===== config.mk =====
export PLATFORM = sky130hd
export DESIGN_NAME = tilt_mover
export DESIGN_NICKNAME = d
export VERILOG_FILES = /design/src/rtl/tilt_mover.sv
export SDC_FILE = /design/constraint.sdc
export NUM_CORES = 1
export LEC_CHECK = 0
export ABC_AREA = 1
export CAP_MARGIN = 20
export CORE_MARGIN = 10
export CORE_UTILIZATION = 30
export DETAILED_ROUTE_END_ITERATION = 7
export PLACE_DENSITY = 0.52
export SLEW_MARGIN = 10
export SYNTH_ARGS = -nofsm -noshare
export SYNTH_HDL_FRONTEND = slang
export SYNTH_SLANG_ARGS = --single-unit

===== constraint.sdc =====
create_clock -name clk -period 4.1 [get_ports clk]
set_input_delay 0.615 -clock clk [delete_from_list [all_inputs] [get_ports clk]]
set_output_delay 0.615 -clock clk [all_outputs]
set_load 0.03 [all_outputs]

===== src/rtl/tilt_mover.sv =====
// Tilt-to-movement converter: per-axis rate accumulators feed a one-hot pulse
// issuer that guarantees a fixed idle gap after every pulse.
module tilt_mover #(
  parameter int CLK_FREQUENCY_HZ  = 100000000,
  parameter int TICK_HZ           = 1000,
  parameter int SIMULATE          = 0,
  parameter int SIMULATE_TICK_CNT = 5,
  parameter int ACCEL_WIDTH       = 12,
  parameter int DEADZONE          = 64,
  parameter int MAX_RATE          = 512,
  parameter int ACC_WIDTH         = 16,
  parameter int STEP_THRESHOLD    = 1024,
  parameter int MIN_GAP_CYCLES    = 128
) (
  input  logic                   clk,
  input  logic                   reset,
  input  logic                   enable,
  input  logic [ACCEL_WIDTH-1:0] accel_x,
  input  logic [ACCEL_WIDTH-1:0] accel_y,
  input  logic                   accel_valid,
  output logic [3:0]             movement,
  output logic                   busy
);
  localparam int TICK_N = (SIMULATE != 0) ? SIMULATE_TICK_CNT : CLK_FREQUENCY_HZ / TICK_HZ;
  localparam int TW     = (TICK_N > 1) ? $clog2(TICK_N) : 1;
  localparam int GW     = (MIN_GAP_CYCLES > 1) ? $clog2(MIN_GAP_CYCLES) : 1;
  localparam int SW     = ACC_WIDTH + 1;

  localparam logic [TW-1:0] LP_TICK_LAST = TW'(TICK_N - 1);
  localparam logic [GW-1:0] LP_GAP_LAST  = GW'(MIN_GAP_CYCLES - 1);
  localparam logic [SW-1:0] LP_DZ        = SW'(DEADZONE);
  localparam logic [SW-1:0] LP_MAX       = SW'(MAX_RATE);
  localparam logic [SW-1:0] LP_THR       = SW'(STEP_THRESHOLD);

  localparam logic [3:0] MV_UP    = 4'b0001;
  localparam logic [3:0] MV_DOWN  = 4'b0010;
  localparam logic [3:0] MV_LEFT  = 4'b0100;
  localparam logic [3:0] MV_RIGHT = 4'b1000;

  typedef enum logic [1:0] {S_IDLE = 2'd0, S_PULSE = 2'd1, S_GAP = 2'd2} state_t;

  // accel_valid is a one-cycle strobe with no back-pressure: the sample on
  // accel_x/accel_y is captured on any clock where it is high.
  logic [ACCEL_WIDTH-1:0] r_ax, r_ay;
  logic [TW-1:0]          r_tick_cnt;
  logic [ACC_WIDTH-1:0]   r_acc_x, r_acc_y;
  logic                   r_pend_x, r_pend_y;
  logic                   r_dir_x, r_dir_y;
  state_t                 r_state;
  logic [GW-1:0]          r_gap_cnt;
  logic [3:0]             r_movement;
  logic                   r_busy;
  logic                   r_issue_y;
  logic                   r_last_y;

  logic [SW-1:0] w_ex_x, w_ex_y, w_sum_x, w_sum_y, w_sub_x, w_sub_y;
  logic          w_tick, w_cross_x, w_cross_y, w_clr_x, w_clr_y;
  logic          w_start, w_pick_y, w_tie, w_launch;
  logic [3:0]    w_dir;

  function automatic logic [SW-1:0] f_excess(input logic [ACCEL_WIDTH-1:0] a);
    logic [ACCEL_WIDTH-1:0] mag;
    logic [SW-1:0]          mag_w;
    logic [SW-1:0]          ex;
    mag   = a[ACCEL_WIDTH-1] ? (-a) : a;
    mag_w = SW'(mag);
    ex    = (mag_w > LP_DZ) ? (mag_w - LP_DZ) : '0;
    return (ex > LP_MAX) ? LP_MAX : ex;
  endfunction

  assign w_tick    = (r_tick_cnt == LP_TICK_LAST);
  assign w_ex_x    = f_excess(r_ax);
  assign w_ex_y    = f_excess(r_ay);
  assign w_sum_x   = {1'b0, r_acc_x} + w_ex_x;
  assign w_sum_y   = {1'b0, r_acc_y} + w_ex_y;
  assign w_cross_x = (w_sum_x >= LP_THR);
  assign w_cross_y = (w_sum_y >= LP_THR);
  assign w_sub_x   = w_sum_x - LP_THR;
  assign w_sub_y   = w_sum_y - LP_THR;
  assign w_clr_x   = (r_state == S_PULSE) && !r_issue_y;
  assign w_clr_y   = (r_state == S_PULSE) && r_issue_y;

  // The last GAP cycle may launch directly so pulses can be exactly one gap apart.
  assign w_start  = enable && (r_pend_x || r_pend_y);
  assign w_tie    = r_pend_x && r_pend_y;
  assign w_pick_y = r_pend_y && (!r_pend_x || !r_last_y);
  assign w_dir    = w_pick_y ? (r_dir_y ? MV_DOWN : MV_UP) : (r_dir_x ? MV_LEFT : MV_RIGHT);
  assign w_launch = w_start && ((r_state == S_IDLE) ||
                                ((r_state == S_GAP) && (r_gap_cnt == LP_GAP_LAST)));

  always_ff @(posedge clk) begin
    if (reset) begin
      r_ax       <= '0;
      r_ay       <= '0;
      r_tick_cnt <= '0;
      r_acc_x    <= '0;
      r_acc_y    <= '0;
      r_pend_x   <= 1'b0;
      r_pend_y   <= 1'b0;
      r_dir_x    <= 1'b0;
      r_dir_y    <= 1'b0;
    end else begin
      if (accel_valid) begin
        r_ax <= accel_x;
        r_ay <= accel_y;
      end
      r_tick_cnt <= w_tick ? '0 : r_tick_cnt + TW'(1);
      if (!enable) begin
        r_acc_x  <= '0;
        r_acc_y  <= '0;
        r_pend_x <= 1'b0;
        r_pend_y <= 1'b0;
      end else begin
        // Later assignments override the pulse clear, so a same-cycle set wins.
        if (w_clr_x) r_pend_x <= 1'b0;
        if (w_clr_y) r_pend_y <= 1'b0;
        if (w_tick && (w_ex_x != '0)) begin
          if (r_ax[ACCEL_WIDTH-1] != r_dir_x) begin
            r_acc_x  <= w_ex_x[ACC_WIDTH-1:0];
            r_pend_x <= 1'b0;
            r_dir_x  <= r_ax[ACCEL_WIDTH-1];
          end else if (w_cross_x) begin
            r_acc_x  <= w_sub_x[ACC_WIDTH-1:0];
            r_pend_x <= 1'b1;
          end else begin
            r_acc_x  <= w_sum_x[ACC_WIDTH-1:0];
          end
        end
        if (w_tick && (w_ex_y != '0)) begin
          if (r_ay[ACCEL_WIDTH-1] != r_dir_y) begin
            r_acc_y  <= w_ex_y[ACC_WIDTH-1:0];
            r_pend_y <= 1'b0;
            r_dir_y  <= r_ay[ACCEL_WIDTH-1];
          end else if (w_cross_y) begin
            r_acc_y  <= w_sub_y[ACC_WIDTH-1:0];
            r_pend_y <= 1'b1;
          end else begin
            r_acc_y  <= w_sum_y[ACC_WIDTH-1:0];
          end
        end
      end
    end
  end

  always_ff @(posedge clk) begin
    if (reset) begin
      r_state    <= S_IDLE;
      r_gap_cnt  <= '0;
      r_movement <= '0;
      r_busy     <= 1'b0;
      r_issue_y  <= 1'b0;
      r_last_y   <= 1'b1;
    end else begin
      r_movement <= '0;
      if (w_launch) begin
        r_state    <= S_PULSE;
        r_busy     <= 1'b1;
        r_movement <= w_dir;
        r_issue_y  <= w_pick_y;
        if (w_tie) r_last_y <= ~r_last_y;
      end else begin
        case (r_state)
          S_IDLE: r_busy <= 1'b0;
          S_PULSE: begin
            r_state   <= S_GAP;
            r_gap_cnt <= '0;
          end
          S_GAP: begin
            if (r_gap_cnt == LP_GAP_LAST) begin
              r_state <= S_IDLE;
              r_busy  <= 1'b0;
            end else begin
              r_gap_cnt <= r_gap_cnt + GW'(1);
            end
          end
          default: begin
            r_state <= S_IDLE;
            r_busy  <= 1'b0;
          end
        endcase
      end
    end
  end

  assign movement = r_movement;
  assign busy     = r_busy;

endmodule


==> impl_metrics.ini, run 1 <==
[timing]
hold_viol_final = 0
setup_slack_ns = -0.2235
period_minus_slack_ns = 4.323
fin_skew_ns = 0.01067
clock.fmax_ghz = 0.2313
worstMarginPinSlew_ns = 0.8173
finalSetupViolCount = 7
holdWs_ns = 0.4481
slew_viol_final = 0
relSlewSlack = 0.4546
rsz0062_at_grt = yes
post-route-period-util = 1.055

[pwr]
p_seq_frac = 0.321
power.leakage_nw = 4.752
swShare = 0.3445
p_per_area_nw_per_um2 = 288.9
ir_drop_mv = 0.1839
pwr-share-comb = 0.373
p_switching_mw = 1.013
p_int_mw = 1.928
power.total_mw = 2.941
p_clk_frac = 0.306

[clock_tree]
cts_hold_buf = 0
cts_buffers = 9
tritoncts = done
clock-sinks = 93
htreeDepth = 3
clock_tree.root_cell = clkbuf_16
clk_pin_slew_ns = 0.08
cts_buffer_depth = 2
clock_latency_ns = 0.36

[setup_path]
crit_fanout = 6
startpoint_type = flip-flop
cpPeakStageDelay_ns = 0.33
end_kind = flip-flop
cp_common_cell = nand2_2
cp_data_required_time_ns = 4.38
crit_arrival_ns = 4.60
cp-startpoint = r_ax[0]
r2r_start = r_ax[0]
crit_slowest_cell = dfxtp_2
criticalPathCategory = reg -> reg

[final_layout]
layout_common_cells = nand2_1, buf_4, inv_1
final_common_cell = nand2_1
fin_nets = 1415
num_antenna_cells = 0
layout-drive-gt1-share = 0.2928
fin_cells = 1668
areaGrowthSynthToFinish_pct = 41.83
final_core_util = 0.4325
fillCellCount = 2497

[hold_path]
worstHoldStart = r_tick_cnt[0]
hold_path.class = reg -> reg

[yosys]
synthCells = 1147
yosysSeqAreaShare = 0.2594
synth_compound_area_frac = 0.1482
syn_area_um2 = 7178
synthMuxAreaShare = 0.01412
synthAdderAreaFrac = 0.07704
synth_top_family_by_area = simple AND/OR/NAND/NOR gates
synth-simple-area-share = 0.3556
ys_types = 47
synth-xor-area-share = 0.03904
ys_ff_latch = 93
yosysWarnings = 0
avgSynthCellArea_um2 = 6.258

[die]
initial_utilization = 0.3049
die_y_um = 174.7
placementRows = 56
dieArea_um2 = 30510
fp.dieW_um = 174.7
num_io_pins = 33
core_um2 = 23540

[route]
postRouteAntennaNets = 0
vias = 7723
drcViolationCount = 0
vias_per_cell = 4.630
wire_per_inst_um = 12.38
drt-pass1-iter-count = 5
wl_um = 20650
drt_iter0_drc = 368

[run_status]
violations = setup timing
status = complete, but fails checks

[global_route]
grtUsageTotal = 0.1302
grt_pass1_vias = 7177
grt_antenna_before_repair = 0
grt_overflow_total = 0
grt_pass1_wl_um = 33690
grt_max_degree = 24

[run]
max_cap_violations = 0

[placement]
globalplace.congestion = 0.8539
placed_cells_incl_taps = 1622
port_buffers = 32
dp_hpwl_um = 15660
[layout make-up]
class	count	area, um2	area share
flip-flops and latches	93	1876	0.1842
multi-input cells	874	5348	0.5253
repair buffers	201	1632	0.1603
well taps	319	399.1	0.03920
inverters	165	621.8	0.06108
clock buffers	10	239.0	0.02347
clock inverters	6	66.31	0.006513
[metrics by stage]
stage	setup WS, ns	instance area, um2	TNS [ns]
detailed placement	-0.5624	8894	-5.072
global route	-0.6193	10180	-6.111
CTS	-0.3522	9651	-2.236
floorplan	0.006933	7248	0
finish	-0.2235	10180	-1.299
global placement	-0.5555	8894	-4.700
[path summary, 6_finish.rpt]
path | slack (ns) | to | cells past startpoint
setup reg to reg | -0.22 | r_acc_x[15] | 35
hold / removal | 0.45 | r_tick_cnt[0] | 1
setup / recovery | -0.22 | r_acc_x[15] | 35
hold reg to reg | 0.45 | r_tick_cnt[0] | 1
[registers in the layout (all words and copies together), names as in the netlist, 2 cells and up]
register,count
r_ax,12
r_ay,12
r_acc_y,16
r_acc_x,16
r_state,2
movement,4
r_gap_cnt,7
r_tick_cnt,17
[critical path: cells and delay by family (launching register included)]
kind | cells | cell delay, ns
AO/OA/AOI/OAI | 2 | 0.25
XOR/XNOR | 1 | 0.16
flip-flops | 1 | 0.33
AND/OR/NAND/NOR | 24 | 2.59
adder cells (fa/ha/maj) | 3 | 0.51
buffers and inverters | 5 | 0.39
[repair_timing]
action / in CTS / in global routing
endpoints found under the hold margin: 0 / 0
pin swaps: 55 / 58
setup endpoints to repair: 14 / 16
gates resized for setup: 86 / 122
buffers inserted: 16 / 13
gates cloned: 1 / 0
[per-layer routing]
metal | vias to the layer above | share of wire | global-route usage
li1 | 4113 | - | -
met5 | - | 0 | 0
met4 | 0 | 0.0076 | 0.02791
met3 | 10 | 0.024 | 0.02371
met2 | 53 | 0.45 | 0.2091
met1 | 3547 | 0.51 | 0.1776
[cell usage after synthesis, drive strengths merged]
cell type	count	share of area
xnor2	12	0.015
a21o	5	0.0052
and2	1	0.00087
nor3b	4	0.0042
o22ai	1	0.00087
o31ai	8	0.012
o21ai	75	0.053
nand3	101	0.073
nand3b	7	0.0073
clkbuf	16	0.0084
o21bai	3	0.0031
conb	1	0.00052
nand4	22	0.019
a31oi	3	0.0026
ha	41	0.071
fa	2	0.0056
xor2	20	0.024
a31o	1	0.0012
a21oi	93	0.065
mux2i	9	0.013
dfxtp	93	0.26
a21boi	3	0.0031
clkinv	2	0.0010
buf	11	0.012
nor3	13	0.0091
o211ai	1	0.0010
mux2	1	0.0016
inv	163	0.085
nor2	135	0.074
nand2	292	0.16
a211oi	1	0.0010
nor4	4	0.0044
or2	3	0.0026
[cells by family (layout without fill, tap and decap cells)]
group                    Yosys count  after routing
XOR/XNOR                          32             32
adder cells (fa/ha/maj)           43             43
other                              1             12
flip-flops                        93             93
AND/OR/NAND/NOR                  582            583
buffers and inverters            192            382
AO/OA/AOI/OAI                    194            194
multiplexers                      10             10
[power groups by stage]
stage / registers, mW / clock network [mW] / logic [mW]
finish: 0.943 / 0.900 / 1.10
global route: 0.946 / 0.966 / 1.21
CTS: 0.939 / 0.938 / 0.970
detailed placement: 0.959 / 0 / 0.880
global placement: 0.959 / 0 / 0.881
floorplan: 0.955 / 0 / 0.544
(Power assumes the default switching activity.)
==> inputs of run 2 (changes only) <==
--- a/config.mk
+++ b/config.mk
@@ -9,6 +9,7 @@
 export CAP_MARGIN = 20
 export CORE_MARGIN = 10
 export CORE_UTILIZATION = 30
+export CTS_CLUSTER_SIZE = 24
 export DETAILED_ROUTE_END_ITERATION = 7
 export PLACE_DENSITY = 0.52
 export SLEW_MARGIN = 10
==> results of run 2 <==
Final layout, timing and power as in run 1 (identical DEF).
==> inputs of run 3 (changes only) <==
--- a/config.mk
+++ b/config.mk
@@ -12,6 +12,7 @@
 export CTS_CLUSTER_SIZE = 24
 export DETAILED_ROUTE_END_ITERATION = 7
 export PLACE_DENSITY = 0.52
+export SKIP_CTS_REPAIR_TIMING = 1
 export SLEW_MARGIN = 10
 export SYNTH_ARGS = -nofsm -noshare
 export SYNTH_HDL_FRONTEND = slang
==> impl_metrics.ini, run 3 (same netlist as run 1, synthesis figures left out) <==
[clock_tree]
clock-sinks = 93
cts_buffers = 9
clk_pin_slew_ns = 0.07
htreeDepth = 3
clock_tree.root_cell = clkbuf_16
cts_buffer_depth = 2
clock_latency_ns = 0.36
tritoncts = done

[route]
wl_met1_um = 10490
drt-pass1-iter-count = 5
vias_per_cell = 4.637
route.met2.wl_um = 9111
wl_um = 20290
top_layer = met4
route.met3.wl_um = 512
postRouteAntennaNets = 0
drt_iter0_drc = 334
vias = 7655
drcViolationCount = 0
wire_per_inst_um = 12.29

[pwr]
ir_drop_mv = 0.1756
p_per_area_nw_per_um2 = 289.9
power.total_mw = 2.863
power.leakage_nw = 4.645

[final_layout]
num_antenna_cells = 0
final_common_cell = nand2_1
areaGrowthSynthToFinish_pct = 37.62
largest_register = r_tick_cnt
layout_common_cells = nand2_1, buf_4, inv_1
layout-drive-gt1-share = 0.2538
reg_top3 = r_tick_cnt x17, r_acc_x x16, r_acc_y x16
largest_reg_flops = 17
fin_nets = 1398

[timing]
fin_skew_ns = 0.01165
rsz0062_at_grt = yes
setup_tns_ns = -2.169
clock.fmax_ghz = 0.2255
post-route-period-util = 1.082
hold_viol_final = 0
holdWs_ns = 0.4481
period_minus_slack_ns = 4.435
relSlewSlack = 0.4664
setup_slack_ns = -0.3353
worstMarginPinSlew_ns = 0.7996
slew_viol_final = 0
finalSetupViolCount = 10

[setup_path]
criticalPathCategory = reg -> reg
crit_slowest_cell = fa_2
cpPeakStageDelay_ns = 0.36
end_kind = flip-flop
startpoint_type = flip-flop
crit_arrival_ns = 4.71
cp_data_required_time_ns = 4.38
crit_fanout = 6

[die]
num_io_pins = 33
die_y_um = 174.7
core_um2 = 23540
dieArea_um2 = 30510
initial_utilization = 0.3049
placementRows = 56
fp.dieW_um = 174.7

[placement]
globalplace.congestion = 0.8539
dp_hpwl_um = 15660
port_buffers = 32

[run]
max_cap_violations = 0

[run_status]
violations = setup timing
status = complete, but fails checks

[global_route]
grt_overflow_total = 0
grt_max_degree = 24
grt_antenna_before_repair = 0
grtUsageTotal = 0.1271
grt_pass1_wl_um = 32810
grt_pass1_vias = 6970

[hold_path]
hold_path.class = reg -> reg
==> run 3: report_power, final <==
part / internal, mW / switching (mW)
clock: 0.495 / 0.402
sequential: 0.922 / 0.0187
combinational: 0.467 / 0.559
==> run 3: worst paths after layout <==
check	depth (start not counted)	end	slack (ns)	startpoint
worst max register to register	36	r_acc_x[15]	-0.34	r_ax[0]
worst max-delay path	36	r_acc_x[15]	-0.34	r_ax[0]
worst min-delay path	1	r_tick_cnt[0]	0.45	r_tick_cnt[0]
worst min register to register	1	r_tick_cnt[0]	0.45	r_tick_cnt[0]
==> run 3: layer usage <==
metal | track usage | vias up
met2 | 0.1996 | 56
met5 | 0 | -
met4 | 0.02649 | 0
met3 | 0.02371 | 12
met1 | 0.1768 | 3517
li1 | - | 4070
==> run 3: critical path: cells and delay by family, from the launching register on <==
| kind | cells | cell delay, ns |
|---|---|---|
| XOR/XNOR | 1 | 0.16 |
| adder cells (fa/ha/maj) | 4 | 0.85 |
| AO/OA/AOI/OAI | 1 | 0.15 |
| flip-flops | 1 | 0.34 |
| buffers and inverters | 6 | 0.42 |
| AND/OR/NAND/NOR | 24 | 2.43 |
==> run 3: stage by stage <==
step / util / instance area (um2) / std cells / setup slack [ns]
detailed placement: 0.3778 / 8894 / 1622 / -0.5624
floorplan: - / 7248 / 1158 / 0.006933
finish: 0.4196 / 9878 / 1651 / -0.3353
global placement: 0.3778 / 8894 / 1622 / -0.5555
global route: 0.4196 / 9878 / 1651 / -0.7172
CTS: 0.3907 / 9199 / 1638 / -0.6208
==> run 3: cell type report <==
class	count	area, um2
Fill cell	2548	13660
Multi-Input combinational cell	874	5176
Sequential cell	93	1872
Timing Repair Buffer	184	1501
Inverter	165	624.3
Tap cell	319	399.1
Clock buffer	10	239.0
Clock inverter	6	66.31
